===== config.mk =====
export PLATFORM = sky130hd
export DESIGN_NAME = lsu_mod
export DESIGN_NICKNAME = d
export VERILOG_FILES = /design/src/rtl/lsu_mod.sv
export SDC_FILE = /design/constraint.sdc
export NUM_CORES = 1
export LEC_CHECK = 0
export BUFFER_PORTS_ARGS = -buffer_cell sky130_fd_sc_hd__buf_2
export CAP_MARGIN = 5
export CORE_MARGIN = 4
export CORE_UTILIZATION = 47
export CTS_CLUSTER_DIAMETER = 120
export DETAILED_ROUTE_END_ITERATION = 8
export HOLD_SLACK_MARGIN = 0.03
export PLACE_DENSITY = 0.79
export SETUP_SLACK_MARGIN = 0.02
export SLEW_MARGIN = 30
export SYNTH_ARGS = -nofsm -noshare
export SYNTH_HDL_FRONTEND = slang
export SYNTH_SLANG_ARGS = --single-unit

===== constraint.sdc =====
create_clock -name clk -period 3.73 [get_ports clk]
set_clock_uncertainty 0.05 [all_clocks]
set_input_delay 0.5595 -clock clk [delete_from_list [all_inputs] [get_ports clk]]
set_output_delay 0.5595 -clock clk [all_outputs]
set_load 0.005 [all_outputs]

===== src/rtl/lsu_mod.sv =====
// Load/store unit: one request/acknowledge data-memory transaction per LOAD/STORE, with byte-lane steering and load extension.
// Optional macro LSU_MISALIGN_TRAP_EN: misaligned half/word ops complete at once with `misalign` instead of touching memory.
module lsu_mod #(
    parameter int ADDR_W = 32
) (
    input  logic              clk,
    input  logic              rst_n,
    input  logic              valid,
    input  logic              is_store,
    input  logic [2:0]        funct3,
    input  logic [ADDR_W-1:0] addr,
    input  logic [31:0]       wdata,
    output logic              ready,
    output logic              done,
    output logic [31:0]       ld_data,
    output logic              misalign,
    output logic              dmem_req,
    output logic              dmem_we,
    output logic [ADDR_W-1:0] dmem_addr,
    output logic [3:0]        dmem_be,
    output logic [31:0]       dmem_wdata,
    input  logic              dmem_ack,
    input  logic [31:0]       dmem_rdata
);

    typedef enum logic [1:0] {
        IDLE = 2'd0,
        REQ  = 2'd1,
        DONE = 2'd2
    } state_t;

    state_t              state_q;
    logic                isStore_q;
    logic [2:0]          funct3_q;
    logic [1:0]          off_q;
    logic                done_q;
    logic                misalign_q;
    logic [31:0]         ldData_q;
    logic                dmemReq_q;
    logic                dmemWe_q;
    logic [ADDR_W-1:0]   dmemAddr_q;
    logic [3:0]          dmemBe_q;
    logic [31:0]         dmemWdata_q;

    logic                isByte;
    logic                isHalf;
    logic [1:0]          off_d;
    logic [3:0]          be_d;
    logic [31:0]         wdata_d;
    logic                trap_d;
    logic [7:0]          byteSel;
    logic [15:0]         halfSel;
    logic [31:0]         ldExt;

    // funct3[1:0] alone gives the access width for loads and stores; 11 falls through to word.
    always_comb begin
        isByte  = (funct3[1:0] == 2'b00);
        isHalf  = (funct3[1:0] == 2'b01);
        off_d   = 2'b00;
        be_d    = 4'b1111;
        wdata_d = wdata;
        if (isByte) begin
            off_d   = addr[1:0];
            be_d    = 4'b0001 << addr[1:0];
            wdata_d = {4{wdata[7:0]}};
        end else if (isHalf) begin
            off_d   = {addr[1], 1'b0};
            be_d    = addr[1] ? 4'b1100 : 4'b0011;
            wdata_d = {2{wdata[15:0]}};
        end
    end

`ifdef LSU_MISALIGN_TRAP_EN
    assign trap_d = (isHalf && addr[0]) || (!isByte && !isHalf && (addr[1:0] != 2'b00));
`else
    assign trap_d = 1'b0;
`endif

    always_comb begin
        case (off_q)
            2'd1:    byteSel = dmem_rdata[15:8];
            2'd2:    byteSel = dmem_rdata[23:16];
            2'd3:    byteSel = dmem_rdata[31:24];
            default: byteSel = dmem_rdata[7:0];
        endcase
        halfSel = off_q[1] ? dmem_rdata[31:16] : dmem_rdata[15:0];
        case (funct3_q[1:0])
            2'b00:   ldExt = funct3_q[2] ? {24'b0, byteSel} : {{24{byteSel[7]}}, byteSel};
            2'b01:   ldExt = funct3_q[2] ? {16'b0, halfSel} : {{16{halfSel[15]}}, halfSel};
            default: ldExt = dmem_rdata;
        endcase
    end

    always_ff @(posedge clk) begin
        if (!rst_n) begin
            state_q     <= IDLE;
            isStore_q   <= 1'b0;
            funct3_q    <= 3'b000;
            off_q       <= 2'b00;
            done_q      <= 1'b0;
            misalign_q  <= 1'b0;
            ldData_q    <= 32'b0;
            dmemReq_q   <= 1'b0;
            dmemWe_q    <= 1'b0;
            dmemAddr_q  <= '0;
            dmemBe_q    <= 4'b0000;
            dmemWdata_q <= 32'b0;
        end else begin
            case (state_q)
                IDLE: begin
                    done_q     <= 1'b0;
                    misalign_q <= 1'b0;
                    ldData_q   <= 32'b0;
                    if (valid) begin
                        if (trap_d) begin
                            // Trapped op never reaches memory; ld_data stays 0.
                            state_q    <= DONE;
                            done_q     <= 1'b1;
                            misalign_q <= 1'b1;
                        end else begin
                            state_q     <= REQ;
                            isStore_q   <= is_store;
                            funct3_q    <= funct3;
                            off_q       <= off_d;
                            dmemReq_q   <= 1'b1;
                            dmemWe_q    <= is_store;
                            dmemAddr_q  <= {addr[ADDR_W-1:2], 2'b00};
                            dmemBe_q    <= be_d;
                            dmemWdata_q <= wdata_d;
                        end
                    end
                end
                REQ: begin
                    if (dmem_ack) begin
                        state_q   <= DONE;
                        dmemReq_q <= 1'b0;
                        dmemWe_q  <= 1'b0;
                        done_q    <= 1'b1;
                        ldData_q  <= isStore_q ? 32'b0 : ldExt;
                    end
                end
                DONE: begin
                    state_q    <= IDLE;
                    done_q     <= 1'b0;
                    misalign_q <= 1'b0;
                    ldData_q   <= 32'b0;
                end
                default: begin
                    state_q <= IDLE;
                end
            endcase
        end
    end

    assign ready      = (state_q == IDLE);
    assign done       = done_q;
    assign misalign   = misalign_q;
    assign ld_data    = ldData_q;
    assign dmem_req   = dmemReq_q;
    assign dmem_we    = dmemWe_q;
    assign dmem_addr  = dmemAddr_q;
    assign dmem_be    = dmemBe_q;
    assign dmem_wdata = dmemWdata_q;

endmodule


==> results of run 1 <==
-- synth_stat cells, drive strengths merged --
cell / count
a22o: 7
nand2: 152
nor3: 3
o22ai: 21
o211ai: 9
or2: 1
nor3b: 2
o21ai: 53
a211oi: 1
conb: 1
mux2i: 18
a21o: 7
o311ai: 1
mux2: 10
dfxtp: 109
a22oi: 2
buf: 24
or3b: 1
a21oi: 1
or2b: 1
nor4: 1
a2bb2oi: 6
clkbuf: 29
or4b: 1
a221o: 1
nor2: 15
o2111ai: 1
inv: 6
and4bb: 1
mux4: 1
and2: 1
a31oi: 2
a221oi: 1
nand3: 12
o211a: 16
nand3b: 1
nor2b: 2
a21boi: 56
-- where the power goes --
group	leakage [uW]	total [uW]	switching (uW)	internal [uW]
combinational	0.00197	400	216	184
sequential	0.000893	1280	47.4	1230
clock	0.000105	784	391	393
total	0.00297	2460	654	1810
-- sequential cells by signal (all words and copies together), names as in the netlist, 2 cells and up --
signal and flops:
off_q 2, state_q 2, dmem_addr 30, funct3_q 3, ld_data 32, dmem_wdata 32
dmem_be 4
-- metrics by stage --
| stage | hold slack (ps) | worst slack, ps |
|---|---|---|
| floorplan | 399 | 2020 |
| global placement | 380 | 1560 |
| detailed placement | 389 | 1470 |
| CTS | 364 | 1460 |
| global route | 376 | 1330 |
| finish | 383 | 1430 |
-- final timing paths --
kind	to	cells past startpoint	start	slack (ps)
max reg2reg	ld_data[28]	4	off_q[1]	1430
max	ld_data[28]	4	off_q[1]	1430
min reg2reg	ld_data[20]	2	ld_data[20]	410
min	dmem_addr[7]	3	addr[7]	380
-- worst min-delay path, cell delays in order --
cell and delay, ps:
buf_2 90, nand2_1 40, a21boi_0 60
-- cells in the final DEF (no fill, tap or decap), types with 2 or more instances in the layout --
cell / count
bufinv_16: 2
buf_4: 4
nor2_1: 14
conb_1: 3
clkbuf_8: 10
o21ai_0: 53
mux2_2: 10
o211a_1: 16
dfxtp_1: 109
a31oi_1: 2
o22ai_1: 21
o211ai_1: 9
mux2i_1: 18
nor2b_1: 2
buf_2: 205
a22o_1: 7
inv_1: 6
a21boi_0: 56
nor3_1: 3
a21o_1: 7
nand3_1: 12
a2bb2oi_1: 6
nand2_1: 151
-- layer usage --
| metal | part of all wire, % | GRT usage (%) |
|---|---|---|
| met5 | 0 | 0 |
| met3 | 9.9 | 6.75 |
| met2 | 47 | 37.6 |
| met4 | 1.9 | 8.28 |
| met1 | 42 | 29.0 |
-- cell type report --
type                       count  area [um^2]
sequential                   109         2180
clock inverter                 4         72.6
timing repair buffer         209         1060
fill                         848         3860
tap                          133          166
multi-input combinational    411         2450
clock buffer                  11          141
inverter                       6         22.5
-- cells by family after synthesis --
family | Yosys count
compound gates | 185
buf+inv | 59
flops | 109
mux | 29
other cells | 1
simple gates | 194
==> impl_results.md, run 1 <==
- Status: finished, final reports clean
- Vias: between 4000 and 5000
- DPL Wire Length: slightly above 10 mm
- Drt wl/cell: about 16 um
- Ys Warns: 0
- Final Power: 2460 uW
- Synthesized flop and latch total: 109
- First-pass GRT wire length: 22.1 mm
- Fmax: 435 MHz
- Cell Rows: 36
- Vias per cell: around 5.5
- LEAKAGE: roughly 0.003 uW
- Post-route ant nets: 0
- Ports: 209
- Clock root buffer: clkbuf_8
- Core Footprint: 9950 um^2
- Total Nets Final: 850
- Min-Delay Path Class: in2reg
- Synthesized area: slightly below 5000 um^2
- CP Cell Sequence: mux2_2 > mux2_2 > a22oi_4 > o21ai_0
- Clock Latency Late Sink: 360 ps
- Max_slew headroom: between 40 and 50%
- Fin Setup TNS: 0 ps
- Pwr dens: ~400 nW/um^2
- Synth area leaders: dfxtp_1, nand2_1, a21boi_0, o21ai_0, mux2i_1
- Die height: 110 um
- CP max-delay cell: dfxtp_1
- Post-CTS Hold Buffers: 0
- Routed WL: around 14 mm
- Post-place instance area: 5880 um^2
- Die Area: about 12000 um^2
- Simple-Gate Fraction of Synth Area: 16.5%
- Register area share after synthesis: between 40% and 50%
- Mux share of post-synthesis cell area: ~6.5%
- Unrepaired setup endpoints after global routing: no
- Adder-cell share of the synthesized area: 0%
- Total iterations of the first detailed-routing run: 6
- Max Cap Viol: 0
- WP data required: between 3000 and 4000 ps
- Slew @ Worst Pin: roughly 860 ps
- Clock tree from TritonCTS: done
- Post-Layout Cell Count: 883
- Largest area contributor in the netlist: dfxtp_1
- Antenna violations before repair: 0
- Yosys cell types: 44
- CTS clock-pin slew for the worst setup and hold paths: 100 ps
- CP startpoint kind: flop
- Synthesized instance count: just under 600
- Slew Viols, Final: 0
- Complex-gate fraction of the synthesized area: 26.7%
- Congestion Overflow GR: 0
- # DRC: 0
- Clock sink total: between 100 and 150
- Cts repair resizes: 0
- Final Hold Viols: 0
- CTS buffer count: 9
- Setup bufs post-CTS: 0
- Most common cell on crit path: mux2_2
- Die W: about 110 um
- Placed Cells incl. Taps: 868
- Post-Synth XOR/XNOR Area: 0%
- Layout cell share with drive strength beyond 1: between 30% and 40%
- Peak VDD IR: ~0.25 mV
- Vias in the first global route: between 4000 and 5000
- Avg Inst Size Synth: roughly 8.5 um^2
- Max incr delay on CP: between 800 and 900 ps
- Crit end category: flop
- Final setup vio count: 0
- Critical path type: reg2reg
- Worst-path fanout max: 23
- Crit path buf inv count: 0
- Initial Util: slightly below 50%
- Final core occ: 61.2%
- Largest family of logic cells by synthesized area: compound AO/OA/AOI/OAI gates
- P&R area growth vs syn: 24.9%
- # diodes: 0
- Overall global routing resource usage: a little under a quarter
- Final worst-path cycle share: around three fifths
- Clock buffer depth: 2
- Data arrival, critical path: 2490 ps
- Final Cell Area: around 6100 um^2
- Period minus WS final: between 2000 and 2500 ps
- H-tree Lvls: 3
- Delay-heaviest family, CP: flip-flops
- Port-buffer cells: about 210
- GP Congestion: around 0.90
- Largest net degree at the start of global routing: between 60 and 70
- Top-area cell type share of the netlist area: 44.7%
- Initial DRC count: around 310
Note: power is estimated with default switching activity, not from simulation.
==> run 2: changes to the inputs <==
==> constraint.sdc (replaced) <==
create_clock -name clk -period 2.3 [get_ports clk]
set_clock_uncertainty 0.05 [all_clocks]
set_input_delay 0.345 -clock clk [delete_from_list [all_inputs] [get_ports clk]]
set_output_delay 0.345 -clock clk [all_outputs]
set_load 0.005 [all_outputs]
==> impl_results.md, run 2 (same netlist as run 1, synthesis figures left out) <==
- Status: finished, final reports clean
- Final Hold Viols: 0
- Min-Delay Path Class: in2reg
- Clock sink total: 109
- Post-route ant nets: 0
- Critical path type: reg2reg
- Place WS: 431 ps
- Initial Util: between 40% and 50%
- Max incr delay on CP: around 580 ps
- Cts repair resizes: 0
- Worst r2r src: off_q[1]
- Clock root buffer: clkbuf_8
- Clock Latency Late Sink: ~360 ps
- CP max-delay cell: or4b_1
- WHS Endpoint: dmem_addr[5]
- Clock buffer depth: 2
- Pwr dens: ~640 nW/um^2
- Reg-to-reg endpoint: ld_data[1]
- GP Congestion: 0.901
- Vias in the first global route: 4546
- # diodes: 0
- Vias: 4847
- CTS clock-pin slew for the worst setup and hold paths: roughly 100 ps
- Drt wl/cell: 16.0 um
- Ports: between 200 and 250
- Data arrival, critical path: 2120 ps
- Antenna violations before repair: 0
- Period minus WS final: ~1900 ps
- Largest net degree at the start of global routing: 70
- Final Worst Setup Slack: around 400 ps
- Peak VDD IR: between 0.3 and 0.4 mV
- Layout cell share with drive strength beyond 1: 32.4%
- Setup bufs post-CTS: 0
- Routed WL: 14.2 mm
- Total iterations of the first detailed-routing run: 5
- Max Cap Viol: 0
- Port-buffer cells: 205
- Slew Viols, Final: 0
- Cell Rows: 36
- Crit end category: flop
- Die W: between 100 and 150 um
- Initial DRC count: ~310
- Die height: approximately 110 um
- Vias per cell: roughly 5.5
- Worst Hold Depth: 3
- Commonest cells after routing, fill and taps aside: buf_2, nand2_1, dfxtp_1
- Clock tree from TritonCTS: done
- Final hold slack: approximately 170 ps
- Core Footprint: roughly 10000 um^2
- Area of the multi-input gates: 2450 um^2
- Overall global routing resource usage: between 20% and 30%
- Die Area: between 10000 and 15000 um^2
- Sequential Area: about 2200 um^2
- Congestion Overflow GR: 0
- Hold Path Origin: addr[5]
- Commonest non-fill, non-tap cell in the layout: buf_2
- Worst-path fanout max: 20
- P&R area growth vs syn: 25.3%
- LEAKAGE: just under 0.003 uW
- Fillers: roughly 890
- Total Nets Final: around 850
- Reg-to-reg slack, setup: 390 ps
- Placed Cells incl. Taps: 871
- Unrepaired setup endpoints after global routing: no
- CP Cell Sequence: buf_4 > or4b_1 > o22ai_1 > nor2_1 > a22o_1
- Slew @ Worst Pin: around 740 ps
- First-pass GRT wire length: approximately 22 mm
- DPL Wire Length: roughly 11 mm
- Fin Setup TNS: 0 ps
- Final setup vio count: 0
- Fmax: 524 MHz
- CP startpoint kind: flop
- CTS buffer count: 9
- # DRC: 0
- H-tree Lvls: 3
- Post-Layout Cell Count: 886
- Post-CTS Hold Buffers: 0
- Max_slew headroom: around 51%
- Final worst-path cycle share: 82.9%
- WP data required: around 2500 ps
- Worst reg-to-reg path cell count: 5
## run 2: area by class of cell
| class | instances | area share [%] |
|---|---|---|
| Multi-Input combinational cell | 411 | 40.1 |
| Sequential cell | 109 | 35.7 |
| Timing Repair Buffer | 212 | 18.1 |
| Tap cell | 133 | 2.72 |
| Clock buffer | 11 | 2.31 |
| Clock inverter | 4 | 0.798 |
| Inverter | 6 | 0.368 |
## run 2: metal layers
metal | GRT usage (%) | routed length, um | up-vias
li1 | - | - | 2338
met1 | 28.4 | 5810 | 2254
met2 | 38.0 | 6600 | 227
met3 | 7.22 | 1430 | 28
met4 | 8.90 | 345 | 0
met5 | 0 | 0 | -
## run 2: critical path: cells and delay by family (launching register included)
kind,cells,cell delay (ps)
and+or+nand+nor,2,650
buffers and inverters,1,280
DFF,1,410
AOI/OAI and AO/OA,2,410
## run 2: how the worst max path moves through the flow
stage	cells past startpoint	slack [ps]	startpoint	end
floorplan	5	660	off_q[1]	ld_data[21]
global placement	4	370	dmem_ack	ld_data[3]
detailed placement	3	430	funct3_q[1]	ld_data[27]
CTS	3	420	funct3_q[1]	ld_data[27]
global route	3	210	funct3_q[1]	ld_data[22]
finish	5	390	off_q[1]	ld_data[1]
## run 2: report_power, final
| part | total [uW] | switching, uW | internal (uW) |
|---|---|---|---|
| sequential | 2060 | 68.2 | 2000 |
| clock | 1150 | 626 | 527 |
| combinational | 671 | 361 | 310 |
## run 2: through the flow
stage | utilization (%) | cell area, um^2 | power (uW)
final | 61.4 | 6110 | 3890
after global placement | 59.5 | 5920 | 2750
after global routing | 61.4 | 6110 | 4100
after floorplan | - | 4880 | 2480
after CTS | 61.4 | 6110 | 3910
after detailed placement | 59.5 | 5920 | 2780
==> run 3: changes to the inputs <==
==> constraint.sdc (replaced) <==
create_clock -name clk -period 1.8 [get_ports clk]
set_clock_uncertainty 0.05 [all_clocks]
set_input_delay 0.27 -clock clk [delete_from_list [all_inputs] [get_ports clk]]
set_output_delay 0.27 -clock clk [all_outputs]
set_load 0.005 [all_outputs]
==> impl_results.md, run 3 (same netlist as run 1, synthesis figures left out) <==
- Status: finished, final reports clean
- Drt wl/cell: approximately 16 um
- P&R area growth vs syn: 28.0%
- Final Worst Setup Slack: 122 ps
- WP data required: 2000 ps
- Clock root buffer: clkbuf_8
- Initial DRC count: roughly 270
- GP Congestion: 0.920
- Initial Util: ~49%
- Min-Delay Path Class: in2reg
- Final hold slack: 91.3 ps
- Data arrival, critical path: 1880 ps
- Critical path type: reg2reg
- Pwr dens: ~810 nW/um^2
- Cell Rows: 36
- Final worst-path cycle share: between 90 and 100%
- Max Cap Viol: 0
- Clock buffer depth: 2
- Place WS: -34.6 ps
- Unrepaired setup endpoints after global routing: no
- Congestion Overflow GR: 0
- Layout cell share with drive strength beyond 1: about a third
- First-pass GRT wire length: 22.7 mm
- Crit end category: flop
- Clock Latency Late Sink: ~360 ps
- Ports: between 200 and 250
- Die Area: 12100 um^2
- Antenna violations before repair: 1
- Max_slew headroom: between 50% and 60%
- Port-buffer cells: between 200 and 250
- Core Footprint: 9950 um^2
- Worst-path fanout max: 16
- Final setup vio count: 0
- Final core occ: between 60% and 70%
- CP startpoint kind: flop
- Slew @ Worst Pin: approximately 690 ps
- Period minus WS final: ~1700 ps
- Post-route ant nets: 0
- DPL Wire Length: 10.9 mm
- Total Nets Final: around 870
- Overall global routing resource usage: 23.6%
- Vias: slightly below 5000
- Fmax: 596 MHz
- Vias per cell: 5.37
- # diodes: 0
- Largest net degree at the start of global routing: 71
- Vias in the first global route: between 4000 and 5000
- Die W: 110 um
- Clock tree from TritonCTS: done
- Slew Viols, Final: 0
- Commonest cells after routing, fill and taps aside: buf_2, nand2_1, dfxtp_1
- Clock sink total: approximately 110
- Die height: 110 um
- CTS clock-pin slew for the worst setup and hold paths: about 100 ps
- # DRC: 0
- Commonest non-fill, non-tap cell in the layout: buf_2
- Post-CTS Hold Buffers: 0
- CTS buffer count: 9
- Routed WL: approximately 14 mm
- LEAKAGE: just over 0.003 uW
- Peak VDD IR: about 0.46 mV
- Final Hold Viols: 0
- Total iterations of the first detailed-routing run: 5
- H-tree Lvls: 3
[run 3: changes by cell type in the layout (fill, tap and decap cells not counted), sizes merged]
| cell | before | now |
|---|---|---|
| inv | 6 | 8 |
| clkinv | 3 | 2 |
| buf | 212 | 225 |
| clkbuf | 11 | 10 |
| clkinvlp | 0 | 1 |
[run 3: per-stage QoR]
step | power (uW) | TNS [ps] | area, um^2 | cells
final | 5060 | 0 | 6240 | 900
after global routing | 5330 | 0 | 6240 | 900
after CTS | 5100 | 0 | 6240 | 900
after detailed placement | 3570 | -187 | 6010 | 883
after global placement | 3540 | -35.5 | 6010 | 883
after floorplan | 3160 | 0 | 4880 | 579
[run 3: layout make-up]
class | instances | area (um^2)
Tap cell | 133 | 166
Sequential cell | 109 | 2180
Multi-Input combinational cell | 411 | 2450
Clock inverter | 6 | 68.8
Fill cell | 856 | 3710
Clock buffer | 10 | 138
Timing Repair Buffer | 225 | 1210
Inverter | 6 | 22.5
[run 3: layer usage]
| layer | up-vias | GRT usage (%) | part of all wire (%) |
|---|---|---|---|
| li1 | 2371 | - | - |
| met1 | 2251 | 28.8 | 41 |
| met2 | 190 | 39.3 | 48 |
| met3 | 22 | 6.81 | 8.9 |
| met4 | 2 | 8.55 | 1.8 |
| met5 | - | 0 | 0.13 |
[run 3: worst paths after layout]
| kind | end | slack (ps) | start | cells past startpoint |
|---|---|---|---|---|
| worst max-delay path | ld_data[31] | 120 | off_q[1] | 5 |
| worst min register to register | ld_data[29] | 410 | ld_data[29] | 2 |
| worst max register to register | ld_data[31] | 120 | off_q[1] | 5 |
| worst min-delay path | dmem_addr[5] | 90 | addr[5] | 3 |
[run 3: what timing repair did]
action / CTS / global route
gates resized for setup: 0 / 2
endpoints found under the setup margin: 16 / 27
pin swaps: 1 / 0
setup buffers: 1 / 0
[run 3: critical path, stage by stage, from the launching register on]
cell and delay, ps:
dfxtp_2 410, mux2_2 380, mux2_2 300, a22oi_4 180, buf_12 160, o21ai_0 90
[run 3: power by group]
group	switching [uW]	internal (uW)
clock	842	692
sequential	81.6	2550
combinational	474	421
